**config.mk**
```make
export PLATFORM = sky130hd
export DESIGN_NAME = controlador_sensor_distancia
export DESIGN_NICKNAME = d
export VERILOG_FILES = /design/src/rtl/controlador_sensor_distancia_pkg.sv /design/src/rtl/controlador_sensor_distancia_sincronizador_2ff.sv /design/src/rtl/controlador_sensor_distancia.sv
export SDC_FILE = /design/constraint.sdc
export NUM_CORES = 1
export LEC_CHECK = 0
export ABC_AREA = 1
export CORE_MARGIN = 5
export CORE_UTILIZATION = 45
export DETAILED_ROUTE_END_ITERATION = 6
export PLACE_DENSITY = 0.7
export SYNTH_ARGS = -nofsm -noshare
export SYNTH_HDL_FRONTEND = slang
export SYNTH_SLANG_ARGS = --single-unit
```
**constraint.sdc**
```tcl
create_clock -name clk -period 2 [get_ports clk]
set_input_delay 0.2 -clock clk [delete_from_list [all_inputs] [get_ports clk]]
set_output_delay 0.2 -clock clk [all_outputs]
set_load 0.01 [all_outputs]
```
**src/rtl/controlador_sensor_distancia_pkg.sv**
```systemverilog
// ---------------------------------------------------------------------------
// controlador_sensor_distancia_pkg
// Shared definitions for the ultrasonic distance-sensor controller:
//   - estado_t      : controller FSM states
//   - ROM_IDX_W     : width of the mapping-ROM index (unit count)
//   - MAP_W         : width of the mapped (scaled) ROM value
//   - MAX_UNITS_DEF : default saturation value of the unit count
//   - cnt_w()       : counter width able to hold 0..n-1 (never below 1)
// ---------------------------------------------------------------------------
package controlador_sensor_distancia_pkg;

  localparam int ROM_IDX_W     = 9;
  localparam int MAP_W         = 8;
  localparam int MAX_UNITS_DEF = 10;

  typedef enum logic [2:0] {
    ST_IDLE,
    ST_TRIGGER,
    ST_WAIT_ECHO,
    ST_MEASURE,
    ST_LOOKUP
  } estado_t;

  function automatic int cnt_w(input int n);
    return (n <= 2) ? 1 : $clog2(n);
  endfunction

endpackage

```
**src/rtl/controlador_sensor_distancia_sincronizador_2ff.sv**
```systemverilog
// ---------------------------------------------------------------------------
// sincronizador_2ff
// Generic two-flop synchroniser for asynchronous level inputs.
// Ports:
//   clk   : destination clock
//   rst_n : asynchronous active-low reset (both stages clear to 0)
//   d     : asynchronous input
//   q     : synchronised output, two clk edges behind d
// ---------------------------------------------------------------------------
module sincronizador_2ff #(
  parameter int WIDTH = 1
) (
  input  logic             clk,
  input  logic             rst_n,
  input  logic [WIDTH-1:0] d,
  output logic [WIDTH-1:0] q
);

  logic [WIDTH-1:0] etapa1;

  // NOTE: both stages are reset so the synchronised value is a known 0 out of
  // reset; sequential state is always updated with non-blocking assignments
  // so the two stages really form a two-deep shift register.
  always_ff @(posedge clk or negedge rst_n) begin
    if (!rst_n) begin
      etapa1 <= '0;
      q      <= '0;
    end else begin
      etapa1 <= d;
      q      <= etapa1;
    end
  end

endmodule

```
**src/rtl/controlador_sensor_distancia.sv**
```systemverilog
// ---------------------------------------------------------------------------
// controlador_sensor_distancia
// Sequences an ultrasonic range sensor: periodic trigger pulse, echo-width
// timing in quantised distance units with saturation and timeout, lookup in
// an external combinational mapping ROM, and a registered result with a
// one-cycle valid strobe.
// Ports:
//   clk               : system clock
//   rst_n             : asynchronous active-low reset
//   habilitar         : enable periodic measurement
//   echo              : sensor echo pin (asynchronous)
//   trig              : sensor trigger pin
//   rom_distancia     : index to mapping ROM (registered unit count)
//   rom_mapeada       : ROM output, combinational from rom_distancia
//   distancia         : last measured unit count (0..MAX_UNITS)
//   distancia_mapeada : last ROM value
//   valido            : one-cycle pulse, new result available
//   error_timeout     : last result came from a timeout
//   ocupado           : high in every state except IDLE
// ---------------------------------------------------------------------------
module controlador_sensor_distancia
  import controlador_sensor_distancia_pkg::*;
#(
  parameter int TRIG_CYCLES     = 1000,
  parameter int CYCLES_PER_UNIT = 29000,
  parameter int MAX_UNITS       = MAX_UNITS_DEF,
  parameter int TIMEOUT_CYCLES  = 3000000,
  parameter int PERIOD_CYCLES   = 6000000
) (
  input  logic                 clk,
  input  logic                 rst_n,
  input  logic                 habilitar,
  input  logic                 echo,
  output logic                 trig,
  output logic [ROM_IDX_W-1:0] rom_distancia,
  input  logic [MAP_W-1:0]     rom_mapeada,
  output logic [ROM_IDX_W-1:0] distancia,
  output logic [MAP_W-1:0]     distancia_mapeada,
  output logic                 valido,
  output logic                 error_timeout,
  output logic                 ocupado
);

  localparam int PER_W = cnt_w(PERIOD_CYCLES);
  localparam int TRG_W = cnt_w(TRIG_CYCLES);
  localparam int TMO_W = cnt_w(TIMEOUT_CYCLES);
  localparam int SUB_W = cnt_w(CYCLES_PER_UNIT);

  localparam logic [PER_W-1:0]     PER_MAX  = PER_W'(PERIOD_CYCLES - 1);
  localparam logic [TRG_W-1:0]     TRG_MAX  = TRG_W'(TRIG_CYCLES - 1);
  localparam logic [TMO_W-1:0]     TMO_MAX  = TMO_W'(TIMEOUT_CYCLES - 1);
  localparam logic [SUB_W-1:0]     SUB_MAX  = SUB_W'(CYCLES_PER_UNIT - 1);
  localparam logic [ROM_IDX_W-1:0] UNIT_MAX = ROM_IDX_W'(MAX_UNITS);

  estado_t          estado, estado_sig;
  logic             echo_s;
  logic [PER_W-1:0] periodo_cnt;
  logic [TRG_W-1:0] trig_cnt;
  logic [TMO_W-1:0] timeout_cnt;
  logic [SUB_W-1:0] sub_cnt;
  logic             flag_timeout;
  logic             fin_timeout;

  sincronizador_2ff #(.WIDTH(1)) u_sinc_echo (
    .clk   (clk),
    .rst_n (rst_n),
    .d     (echo),
    .q     (echo_s)
  );

  // Decoded from the state so that trig drops as soon as reset asserts.
  assign trig    = (estado == ST_TRIGGER);
  assign ocupado = (estado != ST_IDLE);

  always_ff @(posedge clk or negedge rst_n) begin
    if (!rst_n) estado <= ST_IDLE;
    else        estado <= estado_sig;
  end

  // NOTE: every signal written here gets a default first, so no path through
  // the case statement leaves a value unassigned and no latch is inferred.
  always_comb begin
    estado_sig  = estado;
    fin_timeout = 1'b0;
    unique case (estado)
      ST_IDLE: begin
        if (periodo_cnt == PER_MAX && habilitar) estado_sig = ST_TRIGGER;
      end
      ST_TRIGGER: begin
        if (trig_cnt == TRG_MAX) estado_sig = ST_WAIT_ECHO;
      end
      ST_WAIT_ECHO: begin
        if (echo_s) begin
          estado_sig = ST_MEASURE;
        end else if (timeout_cnt == TMO_MAX) begin
          estado_sig  = ST_LOOKUP;
          fin_timeout = 1'b1;
        end
      end
      ST_MEASURE: begin
        if (!echo_s) begin
          estado_sig = ST_LOOKUP;
        end else if (timeout_cnt == TMO_MAX) begin
          estado_sig  = ST_LOOKUP;
          fin_timeout = 1'b1;
        end
      end
      ST_LOOKUP: estado_sig = ST_IDLE;
      default:   estado_sig = ST_IDLE;
    endcase
  end

  // Counters and the registered ROM index.
  always_ff @(posedge clk or negedge rst_n) begin
    if (!rst_n) begin
      periodo_cnt   <= '0;
      trig_cnt      <= '0;
      timeout_cnt   <= '0;
      sub_cnt       <= '0;
      rom_distancia <= '0;
      flag_timeout  <= 1'b0;
    end else begin
      // Trigger-to-trigger spacing: free-running, saturating, restarted only
      // when a new trigger begins.
      if (estado == ST_IDLE && estado_sig == ST_TRIGGER) periodo_cnt <= '0;
      else if (periodo_cnt != PER_MAX)                   periodo_cnt <= periodo_cnt + PER_W'(1);

      if (estado == ST_TRIGGER && estado_sig == ST_TRIGGER) trig_cnt <= trig_cnt + TRG_W'(1);
      else                                                  trig_cnt <= '0;

      // Restarts on every state change, so WAIT_ECHO and MEASURE each get a
      // full timeout budget.
      if ((estado == ST_WAIT_ECHO || estado == ST_MEASURE) && estado_sig == estado)
        timeout_cnt <= timeout_cnt + TMO_W'(1);
      else
        timeout_cnt <= '0;

      if (estado == ST_WAIT_ECHO && estado_sig == ST_MEASURE) begin
        sub_cnt <= '0;
      end else if (estado == ST_MEASURE && echo_s) begin
        sub_cnt <= (sub_cnt == SUB_MAX) ? '0 : sub_cnt + SUB_W'(1);
      end

      // Unit count only advances on a completed unit, so a partial unit at
      // the end of the echo is discarded (floor).
      if (fin_timeout) begin
        rom_distancia <= UNIT_MAX;
      end else if (estado == ST_WAIT_ECHO && estado_sig == ST_MEASURE) begin
        rom_distancia <= '0;
      end else if (estado == ST_MEASURE && echo_s && sub_cnt == SUB_MAX &&
                   rom_distancia != UNIT_MAX) begin
        rom_distancia <= rom_distancia + ROM_IDX_W'(1);
      end

      if (estado != ST_LOOKUP && estado_sig == ST_LOOKUP) flag_timeout <= fin_timeout;
    end
  end

  // Result registers: loaded on the edge that ends LOOKUP, held otherwise.
  always_ff @(posedge clk or negedge rst_n) begin
    if (!rst_n) begin
      distancia         <= '0;
      distancia_mapeada <= '0;
      error_timeout     <= 1'b0;
      valido            <= 1'b0;
    end else begin
      valido <= (estado == ST_LOOKUP);
      if (estado == ST_LOOKUP) begin
        distancia         <= rom_distancia;
        distancia_mapeada <= rom_mapeada;
        error_timeout     <= flag_timeout;
      end
    end
  end

endmodule
```
==> results of run 1 <==
## critical path: cells and delay by family (launching register included)
| family | cells | cell delay, ns |
|---|---|---|
| DFF | 1 | 0.42 |
| buffers and inverters | 1 | 0.60 |
| and+or+nand+nor | 1 | 0.28 |
## routing by layer
metal	vias to the layer above	GRT usage [%]
met1	2214	23.5
met2	104	28.6
met3	16	4.15
met4	0	4.82
met5	-	0
li1	2345	-
## stage by stage
| stage | area (um^2) | utilization [%] |
|---|---|---|
| final | 6610 | 54.8 |
| after global routing | 6610 | 54.8 |
| after CTS | 6580 | 54.5 |
| after detailed placement | 6230 | 51.6 |
| after global placement | 6230 | 51.6 |
| after floorplan | 5560 | - |
## logic make-up (layout without fill, tap and decap cells)
| kind of cell | count (synthesis) | in the layout |
|---|---|---|
| AND/OR/NAND/NOR | 402 | 402 |
| flip-flops | 104 | 104 |
| buffers and inverters | 88 | 149 |
| AO/OA/AOI/OAI | 46 | 46 |
| XOR/XNOR | 44 | 44 |
| adder cells (fa/ha/maj) | 6 | 6 |
## registers in the layout (all words and copies together) (netlist names), 3 cells and up
name	flops
trig_cnt	10
sub_cnt	15
estado	3
periodo_cnt	23
rom_distancia	9
timeout_cnt	22
distancia	9
distancia_mapeada	8
## final cells by class
class	count	share of cell area [%]
sequential	104	39.4
tap	168	3.18
clock inverter	5	1.31
multi-input combinational	498	39.7
timing repair buffer	54	8.07
clock buffer	11	3.83
inverter	79	4.49
## Yosys cell counts, drive strengths merged (2+ instances only)
cell and number:
nand2 160, ha 6, nor4 4, nand4 35, nor3 31, nor2 113, nand3 51, xnor2 11
o21ai 25, or2 3, clkinv 2, clkbuf 3, buf 6, o31ai 3, dfrtp 104, nor3b 2
xor2 33, a21oi 12, inv 77
## cells in the final DEF (no fill, tap or decap), drive strengths merged
cell / n
a21oi: 12
o41ai: 1
o22ai: 1
o21bai: 1
and2: 1
nor2: 113
clkinv: 4
nand4: 35
bufinv: 2
clkdlybuf4s50: 40
dlygate4sd3: 1
and3: 1
xnor2: 11
nor3b: 2
clkbuf: 11
o21ai: 25
nand3b: 1
buf: 13
nand3: 51
xor2: 33
a21boi: 1
dfrtp: 104
nor3: 31
nand2: 160
o31ai: 3
nor4: 4
or2: 3
a21o: 1
ha: 6
inv: 78
a31oi: 1
## power breakdown
group	total [mW]	internal, mW	switching (mW)	leakage (nW)
combinational	0.0711	0.0262	0.0449	1.37
clock	1.94	1.17	0.769	0.166
sequential	2.11	2.10	0.00146	1.34
## worst max-delay path by stage
stage / from / end / cells after the start
final: estado[1]$_DFF_PN0_ / trig / 2
after global routing: sub_cnt[0]$_DFFE_PN0P_ / rom_distancia[1]$_DFFE_PN0P_ / 10
after CTS: estado[1]$_DFF_PN0_ / trig / 2
after detailed placement: sub_cnt[0]$_DFFE_PN0P_ / rom_distancia[6]$_DFFE_PN0P_ / 8
after global placement: periodo_cnt[0]$_DFFE_PN0P_ / timeout_cnt[21]$_DFF_PN0_ / 11
after floorplan: periodo_cnt[0]$_DFFE_PN0P_ / timeout_cnt[10]$_DFF_PN0_ / 11
## repair_timing
| action | CTS | global route |
|---|---|---|
| endpoints found under the setup margin | 0 | 14 |
| hold buffers | 1 | 0 |
| gates resized for setup | 0 | 5 |
| endpoints found under the hold margin | 39 | 0 |
| setup buffers | 0 | 1 |
==> results.txt, run 1 <==
The leakage dissipation is 2.87 nW. The final critical-path setup slack was 0.151 ns; the number of flops mapped to enable cells by yosys was 0. The sequential cells in the finished layout cover a total of 2600 um^2.

The minimum setup slack among reg-to-reg paths is 0.16 ns, and the post-synth net total is 708. The tools report the setup-violating endpoint count in the final report as 0. For the peak supply drop, the log shows 0.452 mV. Number of buffers between clock root and the deepest sink: 2.

The worst setup path is launched from a flop. The tools report the combined global-route utilization of all metal layers as 17.6%. The met3 layer wire length in the routed design came out at 465 um. Slowest cell on the critical path: sky130_fd_sc_hd__clkdlybuf4s50_1.

Counting every sink on the clock net gives 104. The first global-routing pass estimated 21100 um of wire. Buffers inserted during clock tree synthesis total 9. Largest driver fanout on the critical path: 4. The logs give 764 for the final net count and 4679 for the count of vias placed by the detailed router.

Dividing the final minimum period by the clock period gives 92.4%. After synthesis the netlist holds a flip-flop and latch count of 104. The placeable core area was 12100 um^2. The residual overflow from global routing came out at 0.

The floorplan has 40 rows. The total routed wire length on the met1 layer was 5690 um; the number of DRC violations after detailed routing was 0. The synthesized netlist devotes 1.35% of its cell area to adder and majority cells.

The logs give 0 for the final hold violation count and 9170 um for the total half-perimeter wirelength after legalization and detailed placement. For the number of global-route vias before repair, the log shows 4485. The hold path startpoint is echo. The flow ran to the end, and the final reports show no timing, DRC or antenna violations. After synthesis, the largest area contributor takes up 46.8% of total cell area. The run gives 1092 as the filler cell count in the final layout. The finished layout holds 919 standard cells, fillers aside.

Most used flip-flop cell after synthesis: sky130_fd_sc_hd__dfrtp_1. The setup path with the least slack is of type reg -> out. In this run the horizontal extent of the chip is 121 um. Entering global routing, the biggest net connects 43 pins. The tools report the number of diodes as 0. Dividing the synthesized area by the synthesized cell count gives 8.05 um^2. Synthesis instantiated 42 different standard cells from the library. The die covers 14700 um^2. The total I/O pin count is 42, and the peak per-stage delay on the critical path is 0.60 ns. By area, the combinational part of the netlist is dominated by simple AND/OR/NAND/NOR gates. Number of detailed-route iterations in the first pass: 5.

The worst register-to-register path ends at timeout_cnt[0]$_DFF_PN0_. The run gives 0 as the number of max-cap violations. For the initial core utilization, the log shows 46.1%. After clock tree synthesis, the clock-pin slew on the worst setup and hold paths is 0.07 ns.

Setup repair after global routing left no endpoint under its margin. The data arrival time at the worst-slack endpoint was 1.65 ns. The post-route netlist has 10.9% of its cells at a drive strength greater than 1. STA classifies the critical path endpoint as an output port. In this run the tool buffered the top-level ports with 41 buffer cells. The synthesized netlist devotes 4.66% of its cell area to compound gates.

The initial antenna violation count was 0. The number of cells on the worst reg-to-reg path is 11. The startpoint identified for the worst register-to-register timing path is periodo_cnt[0]$_DFFE_PN0P_.

The depth of the worst hold-timing path is 1. The detail-routed via count per cell came out at 5.09. STA puts the critical path data required time at 1.80 ns. Headroom to the max-slew limit came out at 62.7%. The tools report the number of pins exceeding their max-slew limit in the final report as 0. The largest total area in the synthesized netlist belongs to sky130_fd_sc_hd__dfrtp_1. The summed instance area of the synthesized netlist was 5560 um^2. Derived from the worst setup path, the maximum achievable clock frequency is 541 MHz. The power per standard cell area was 624 nW/um^2.

The cell count after synthesis came out at 690. The met2 wirelength from detailed routing was 5890 um. Traced cell by cell, the critical path runs through nor3_4 > clkdlybuf4s50_1. For the number of design-rule violations left by the first detailed-router iteration, the log shows 401. The worst hold path terminates at u_sinc_echo.etapa1$_DFF_PN0_. OpenSTA, run right after detailed placement, puts the worst setup slack at 0.105 ns. The tightest hold path in the finished design has a slack of 0.306 ns. Yosys printed 0 warnings. The final wirelength is 12200 um, and the routability congestion estimate is 0.916. The highest metal layer with signal wires was met4. Dividing the detail-routed wire length by the instance count gives 13.3 um. The cell sitting at the root of the clock tree is a sky130_fd_sc_hd__clkbuf_16. The worst min-delay path category is in -> reg. The later pin in the worst-skew pair is clocked with a latency of 0.35 ns. Of all flip-flops after synthesis, the portion carrying an async set or reset was 100%.

Across the routed clock network, the largest skew measured is 0.00505 ns. The detail route stage leaves a number of antenna-violating nets equal to 0. The synthesized netlist devotes 33.9% of its cell area to simple gates. After synthesis, the cell types taking the most area are sky130_fd_sc_hd__dfrtp_1, sky130_fd_sc_hd__nand2_1, sky130_fd_sc_hd__nor2_1, sky130_fd_sc_hd__xor2_1, sky130_fd_sc_hd__inv_1.

The xor/xnor cell area share of the yosys netlist works out to 6.94%. Measured against the total synthesized area, the mux share comes to 0%. From bottom edge to top edge, the die measures 121 um. The completed layout was analyzed and its total power is 4.12 mW. TritonCTS built the clock tree.

The run gives 3 as the level count of the clock H-tree. Counting tap cells, the placed design contains a total of 901 instances. The growth of design area from synthesis to finish was 18.9%; the actual transition at the worst max-transition pin was 0.559 ns. Counting I/O delays and the setup requirement, the final critical path takes 1.85 ns. Sequential cells were found to cover 46.8% of the synthesized design area. The post-route setup TNS was 0 ns. In the final layout, the multi-input gates occupy 2630 um^2.
No activity file was read; power rests on OpenSTA's default activity.
==> inputs of run 2 (changes only) <==
- SETUP_SLACK_MARGIN: not set -> 0.02
- SLEW_MARGIN: not set -> 10
==> run 2 against run 1 <==
Non-clock buffer count unchanged. Final cell count unchanged. Critical endpoint unchanged. First-iteration DRC count unchanged. Wire length unchanged. Largest cell class unchanged. Register-to-register slack about the same.
==> results.txt, run 2 (synthesized netlist as in run 1, its figures left out) <==
The tools report the initial core utilization as 46.1% (unchanged). The run gives 0.306 ns (unchanged) as the tightest hold margin. Number of max-cap violations: 0 (unchanged). The logs give 0.916 (unchanged) for the routability congestion estimate and 43 (unchanged) for the maximum number of pins on one net before global-route repair. The run gives 0 (unchanged) as the residual overflow from global routing. The number of input and output port buffers inserted came out at 41 (unchanged).

The combined global-route utilization of all metal layers came out at 17.6% (unchanged). The actual transition at the worst max-transition pin works out to 0.559 ns (-0.0000488 ns). Flip-flop count of the largest register, all copies and words added: 23 (unchanged). TritonCTS built the clock tree.

For the setup-violating endpoint count in the final report, the log shows 0 (unchanged). X dimension of the die: 121 um (unchanged). The leakage dissipation came out at 2.87 nW (about the same).

Peak-usage layer in the global routing report: met2. Final wirelength: 12200 um (unchanged). Total cell area at the placement stage: 6230 um^2 (unchanged).

The area of the die came out at 14700 um^2 (unchanged). The kind of start point of the critical path is a flop. The largest driver fanout on the critical path works out to 4 (unchanged). Detail-routed via count per cell: 5.09 (unchanged). Kind of critical path: reg -> out. The tools report the number of global-route vias before repair as 4485 (unchanged). The power per standard cell area is 623 nW/um^2 (about the same). Setup repair after global routing left no endpoint under its margin. The required arrival time at the worst endpoint came out at 1.80 ns (about the same). The fraction of layout instances using a drive strength above 1 came out at 11.1% (+0.13 points).

The final core utilization was 54.8% (about the same); the number of buffers created by CTS was 9 (unchanged). Post-route fraction of the period consumed by the critical path: 92.4% (unchanged). Number of diodes: 0 (unchanged). In the layout the commonest cells are sky130_fd_sc_hd__nand2_1, sky130_fd_sc_hd__dfrtp_1, sky130_fd_sc_hd__nor2_1, sky130_fd_sc_hd__inv_1, sky130_fd_sc_hd__nand3_1. The run gives 4.15% (unchanged) as the global routing met3 resource utilization.

CTS placed an instance of sky130_fd_sc_hd__clkbuf_16 at the clock tree root. Number of design-rule violations left by the first detailed-router iteration: 401 (unchanged). The post-route setup TNS was 0 ns (unchanged); the global-route wire length before repair was 21100 um (unchanged). The clock insertion delay at the later pin of the skew report is 0.35 ns (about the same).

The placement row count is 40 (unchanged), and the wire length per cell after detailed routing is 13.3 um (unchanged). The worst min-delay path category is in -> reg. The data arrival time at the worst-slack endpoint was 1.65 ns (about the same); the design area was 6610 um^2 (about the same). The clock slew seen by the registers of the worst setup and hold paths was 0.07 ns (about the same); the global routing usage on met1 was 23.5% (unchanged).

The headroom to the max-slew limit was 62.8% (about the same); the remaining antenna violation count was 0 (unchanged). The peak clock frequency supported by timing came out at 541 MHz (unchanged). The run gives 2 (unchanged) as the number of buffers between clock root and the deepest sink.

In the final layout, the registers with the most flip-flops are periodo_cnt (23), timeout_cnt (22), sub_cnt (15). The total I/O pin count is 42 (unchanged), and the placeable core area is 12100 um^2 (unchanged). The met2 track demand over resource in global routing is 28.6% (unchanged), and the level count of the clock H-tree is 3 (unchanged). The clock period minus final worst setup slack works out to 1.85 ns (unchanged). STA classifies the critical path endpoint as an output port. The logs give 104 (unchanged) for the clock sink count and 0 (unchanged) for the final hold violation count. The run finished with clean final reports. The peak supply drop is 0.452 mV (about the same), and the number of pins exceeding their max-slew limit in the final report is 0 (unchanged). Count of vias placed by the detailed router: 4679 (unchanged). The growth of design area from synthesis to finish is 18.9% (about the same), and the number of DRC violations after detailed routing is 0 (unchanged). The minimum setup slack among reg-to-reg paths was 0.16 ns (about the same).

The logs give 764 (unchanged) for the final net count and 0 (unchanged) for the initial antenna violation count. Register bank with the most flops: periodo_cnt. For the number of detailed-route iterations in the first pass, the log shows 5 (unchanged). The vertical die dimension is 121 um (unchanged). Leading cell type in the layout, fill and taps excluded: sky130_fd_sc_hd__nand2_1. The logs give 0.00505 ns (unchanged) for the final setup skew and 9170 um (unchanged) for the total half-perimeter wirelength after legalization and detailed placement.
## run 2: cell types whose count changed in the layout (fill, tap and decap cells not counted)
cell,delta
sky130_fd_sc_hd__dfrtp_1,-1
sky130_fd_sc_hd__dfrtp_2,+1
## run 2: area by class of cell
cell class,count,area [um^2]
clock buffers,11,253
clock inverters,5,86.3
fillers,1092,5450
inverters,79,297
multi-input cells,498,2630
flip-flops and latches,104,2600
well taps,168,210
repair buffers,54,533
## run 2: final timing paths
kind	from	endpoint	depth (start not counted)
max	estado[1]$_DFF_PN0_	trig	2
min reg2reg	u_sinc_echo.etapa1$_DFF_PN0_	u_sinc_echo.q$_DFF_PN0_	0
min	echo	u_sinc_echo.etapa1$_DFF_PN0_	1
max reg2reg	periodo_cnt[0]$_DFFE_PN0P_	timeout_cnt[0]$_DFF_PN0_	11
min in group asynchronous	rst_n	trig_cnt[0]$_DFF_PN0_	2
max in group asynchronous	rst_n	distancia[0]$_DFFE_PN0P_	3
## run 2: critical path, cell delays in order (launching register included)
cell and delay, ns:
sky130_fd_sc_hd__dfrtp_1 0.42, sky130_fd_sc_hd__nor3_4 0.28, sky130_fd_sc_hd__clkdlybuf4s50_1 0.60
## run 2: power breakdown
group          switching, mW  internal (mW)  total (mW)
Sequential           0.00146           2.10        2.11
Combinational         0.0449         0.0262      0.0711
Clock                  0.769           1.17        1.94
Total                  0.815           3.30        4.12
## run 2: layer usage
layer  up-vias  part of all wire, %
li1       2345                    -
met3        16                  3.8
met1      2214                   47
met5         -                    0
met4         0                  1.4
met2       104                   48
## run 2: through the flow
stage,std cells,setup WS (ns),total power [mW]
6_report,919,0.151,4.12
4_1_cts,918,0.0552,4.18
3_5_place_dp,901,0.105,2.22
3_3_place_gp,901,0.202,2.22
5_1_grt,919,0.0298,4.27
2_1_floorplan,690,0.306,2.15
## run 2: repair_timing
action | CTS | global route
resized for setup | 0 | 6
endpoints found under the setup margin | 0 | 32
hold buffers | 1 | 0
setup buffers | 0 | 1
hold endpoints to repair | 39 | 0
==> inputs of run 3 (changes only) <==
- CTS_BUF_LIST: not set -> sky130_fd_sc_hd__clkbuf_4 sky130_fd_sc_hd__clkbuf_8 sky130_fd_sc_hd__clkbuf_16
==> results of run 3 <==
The final DEF is identical to that of run 2; final timing and power are the same.
==> variant: new RTL, flow settings as in run 2 <==
Set the package constant `MAP_W` to 7 (it was 8).
--- a/src/rtl/controlador_sensor_distancia_pkg.sv
+++ b/src/rtl/controlador_sensor_distancia_pkg.sv
@@ -11,5 +11,5 @@
 
   localparam int ROM_IDX_W     = 9;
-  localparam int MAP_W         = 8;
+  localparam int MAP_W         = 7;
   localparam int MAX_UNITS_DEF = 10;
 
Ports: changed (resized distancia_mapeada and rom_mapeada); port bits go from 42 to 40. The function was not compared with the original's and may differ.
==> variant against run 2 <==
Power is 0.18% higher. Critical path type unchanged. Worst setup slack worse by 0.054 ns. Cell area is 1.0% lower. Global-route usage is 0.13 points lower. Synthesized area is 0.45% lower. Via count is 0.19% lower. Sequential cell count is 1 lower. Routed wire length is 2.3% lower.
==> variant: results (changes against run 2) <==
largest registers: periodo_cnt: 23 flops, timeout_cnt: 22 flops, sub_cnt: 15 flops
hold depth: 1 (unchanged)
Net count, final: 761 (-0.39%)
cells on worst reg2reg path: 10 (-1)
share of cells above drive strength 1: 0.115 (+0.00430)
DRT Pass-1 Iters: 5 (unchanged)
slowest stage cell, crit path: clkdlybuf4s50_1
status: finished, final reports clean
clock skew: 0.00815 ns (+0.00310 ns)
most frequent cells after synthesis: nand2_1, dfrtp_1, inv_1, nor2_1, nand3_1
DP Wirelength: 8860 um (-3.5%)
max-slew violations: 0 (unchanged)
largest net degree at the start of global routing: 39 (-9.3%)
reg2reg start: rom_distancia[0]
Bufs on Longest Clock Path: 2 (unchanged)
Peak VDD IR: 0.451 mV (-0.20%)
register area share after synthesis: 0.466 (-0.00241)
Post-CTS Repair Setup Buffers: 0 (unchanged)
port bufs: 39 (-4.9%)
WP data arrival: 1.70 ns (+0.05 ns)
number of buffers created by CTS: 9 (unchanged)
first-pass GRT wire length: 20900 um (-1.0%)
vias in the first global route: 4573 (+2.0%)
Worst-Skew Late Latency: 0.35 ns (about the same)
Netlist cell types: 38 (-9.5%)
largest cells by area after synthesis: dfrtp_1, nand2_1, inv_1
Worst Hold Endpoint: u_sinc_echo.etapa1
initial antenna violation count: 0 (unchanged)
Synthesis Warnings: 0 (unchanged)
P_leak: 2.92 nW (+1.6%)
Slew HR: 0.669 (+0.0415)
Max H-tree Level: 3 (unchanged)
DRT iter0 DRCs: 385 (-4.0%)
Routability Congestion: 0.917 (about the same)
Post-synth ARST share: 1.00 (unchanged)
crit-path max FO: 4 (unchanged)
CTS Root Cell: clkbuf_16
worst reg2reg path endpoint: rom_distancia[2]
syn_nets: 706 (-0.28%)
GRT Resource Usage Total: 0.174 (-0.00127)
routed via count: 4670 (-0.19%)
Top delay family on crit path: buffers and inverters
clock slew at reported path FFs: 0.07 ns (about the same)
Hold Crit Start: echo
flop2flop setup slack: 0.17 ns
Antenna diodes: 0 (unchanged)
Worst path max stage delay: 0.60 ns (about the same)
routed len/inst: 13.3 um (+0.26%)
ys flop type: dfrtp_1
## variant: cell count changes after synthesis, sizes merged, moves of 2 or more
cell / delta
nand3: +2
xor2: -2
o21ai: +4
buf: -2
nor2: -8
nand2: +2
inv: +8
o31ai: -3
## variant: how the worst max path moves through the flow
stage | startpoint | endpoint | slack (ns) | cells past startpoint
final | estado[1] | trig | 0.1 | 2
after global routing | estado[1] | trig | 0.03 | 2
after CTS | estado[1] | trig | 0.06 | 2
after detailed placement | periodo_cnt[1] | timeout_cnt[21] | 0.22 | 11
after global placement | periodo_cnt[1] | timeout_cnt[21] | 0.30 | 11
after floorplan | periodo_cnt[0] | timeout_cnt[6] | 0.36 | 11
## variant: stage by stage
stage | cell area (um2) | hold slack [ns] | instances | setup WS (ns)
after global placement | 6170 | 0.185 | 879 | 0.296
after floorplan | 5530 | -0.0956 | 689 | 0.358
after global routing | 6540 | 0.269 | 896 | 0.0331
after CTS | 6530 | 0.266 | 896 | 0.0600
final | 6540 | 0.282 | 896 | 0.0976
after detailed placement | 6170 | 0.192 | 879 | 0.223
## variant: area by class of cell
| type | count | area, um2 |
|---|---|---|
| clock buffers | 12 | 267 |
| clock inverters | 4 | 76.3 |
| fillers | 1124 | 5470 |
| inverters | 87 | 328 |
| multi-input cells | 491 | 2600 |
| flip-flops and latches | 103 | 2580 |
| well taps | 147 | 184 |
| repair buffers | 52 | 513 |
## variant: logic make-up after synthesis
| group | after synthesis | share of synthesized area |
|---|---|---|
| simple gates | 398 | 0.342 |
| fa+ha+maj | 6 | 0.0136 |
| flops | 103 | 0.466 |
| xor+xnor | 41 | 0.0649 |
| compound gates | 46 | 0.0453 |
| buf+inv | 95 | 0.0679 |
## variant: layer usage
metal	wire, um	global-route usage	vias to the layer above
met3	446	0.0266	21
met2	5670	0.284	123
li1	-	-	2337
met4	257	0.0793	0
met1	5570	0.229	2189
met5	0	0	-
## variant: repair_timing
item | 4_1_cts | 5_1_grt
setup endpoints to repair | 1 | 4
hold endpoints to repair | 34 | 0
pin swaps | 0 | 2
hold buffers | 1 | 0
resized for setup | 1 | 3
## variant: worst reg2reg max path, cell delays in order, from the launching register on
cell and delay, ns:
dfrtp_1 0.43, inv_1 0.13, ha_1 0.15, nand4_1 0.10, nor2_1 0.41, nor2_2 0.09, nand2_2 0.11, inv_2 0.07
nand3_1 0.07, nand2_1 0.06, nor2_1 0.14
## variant: power breakdown
group / internal (mW) / switching, mW / total, mW / leakage [nW]
combinational: 0.0246 / 0.0456 / 0.0702 / 1.43
sequential: 2.08 / 0.00145 / 2.09 / 1.33
clock: 1.20 / 0.770 / 1.97 / 0.165
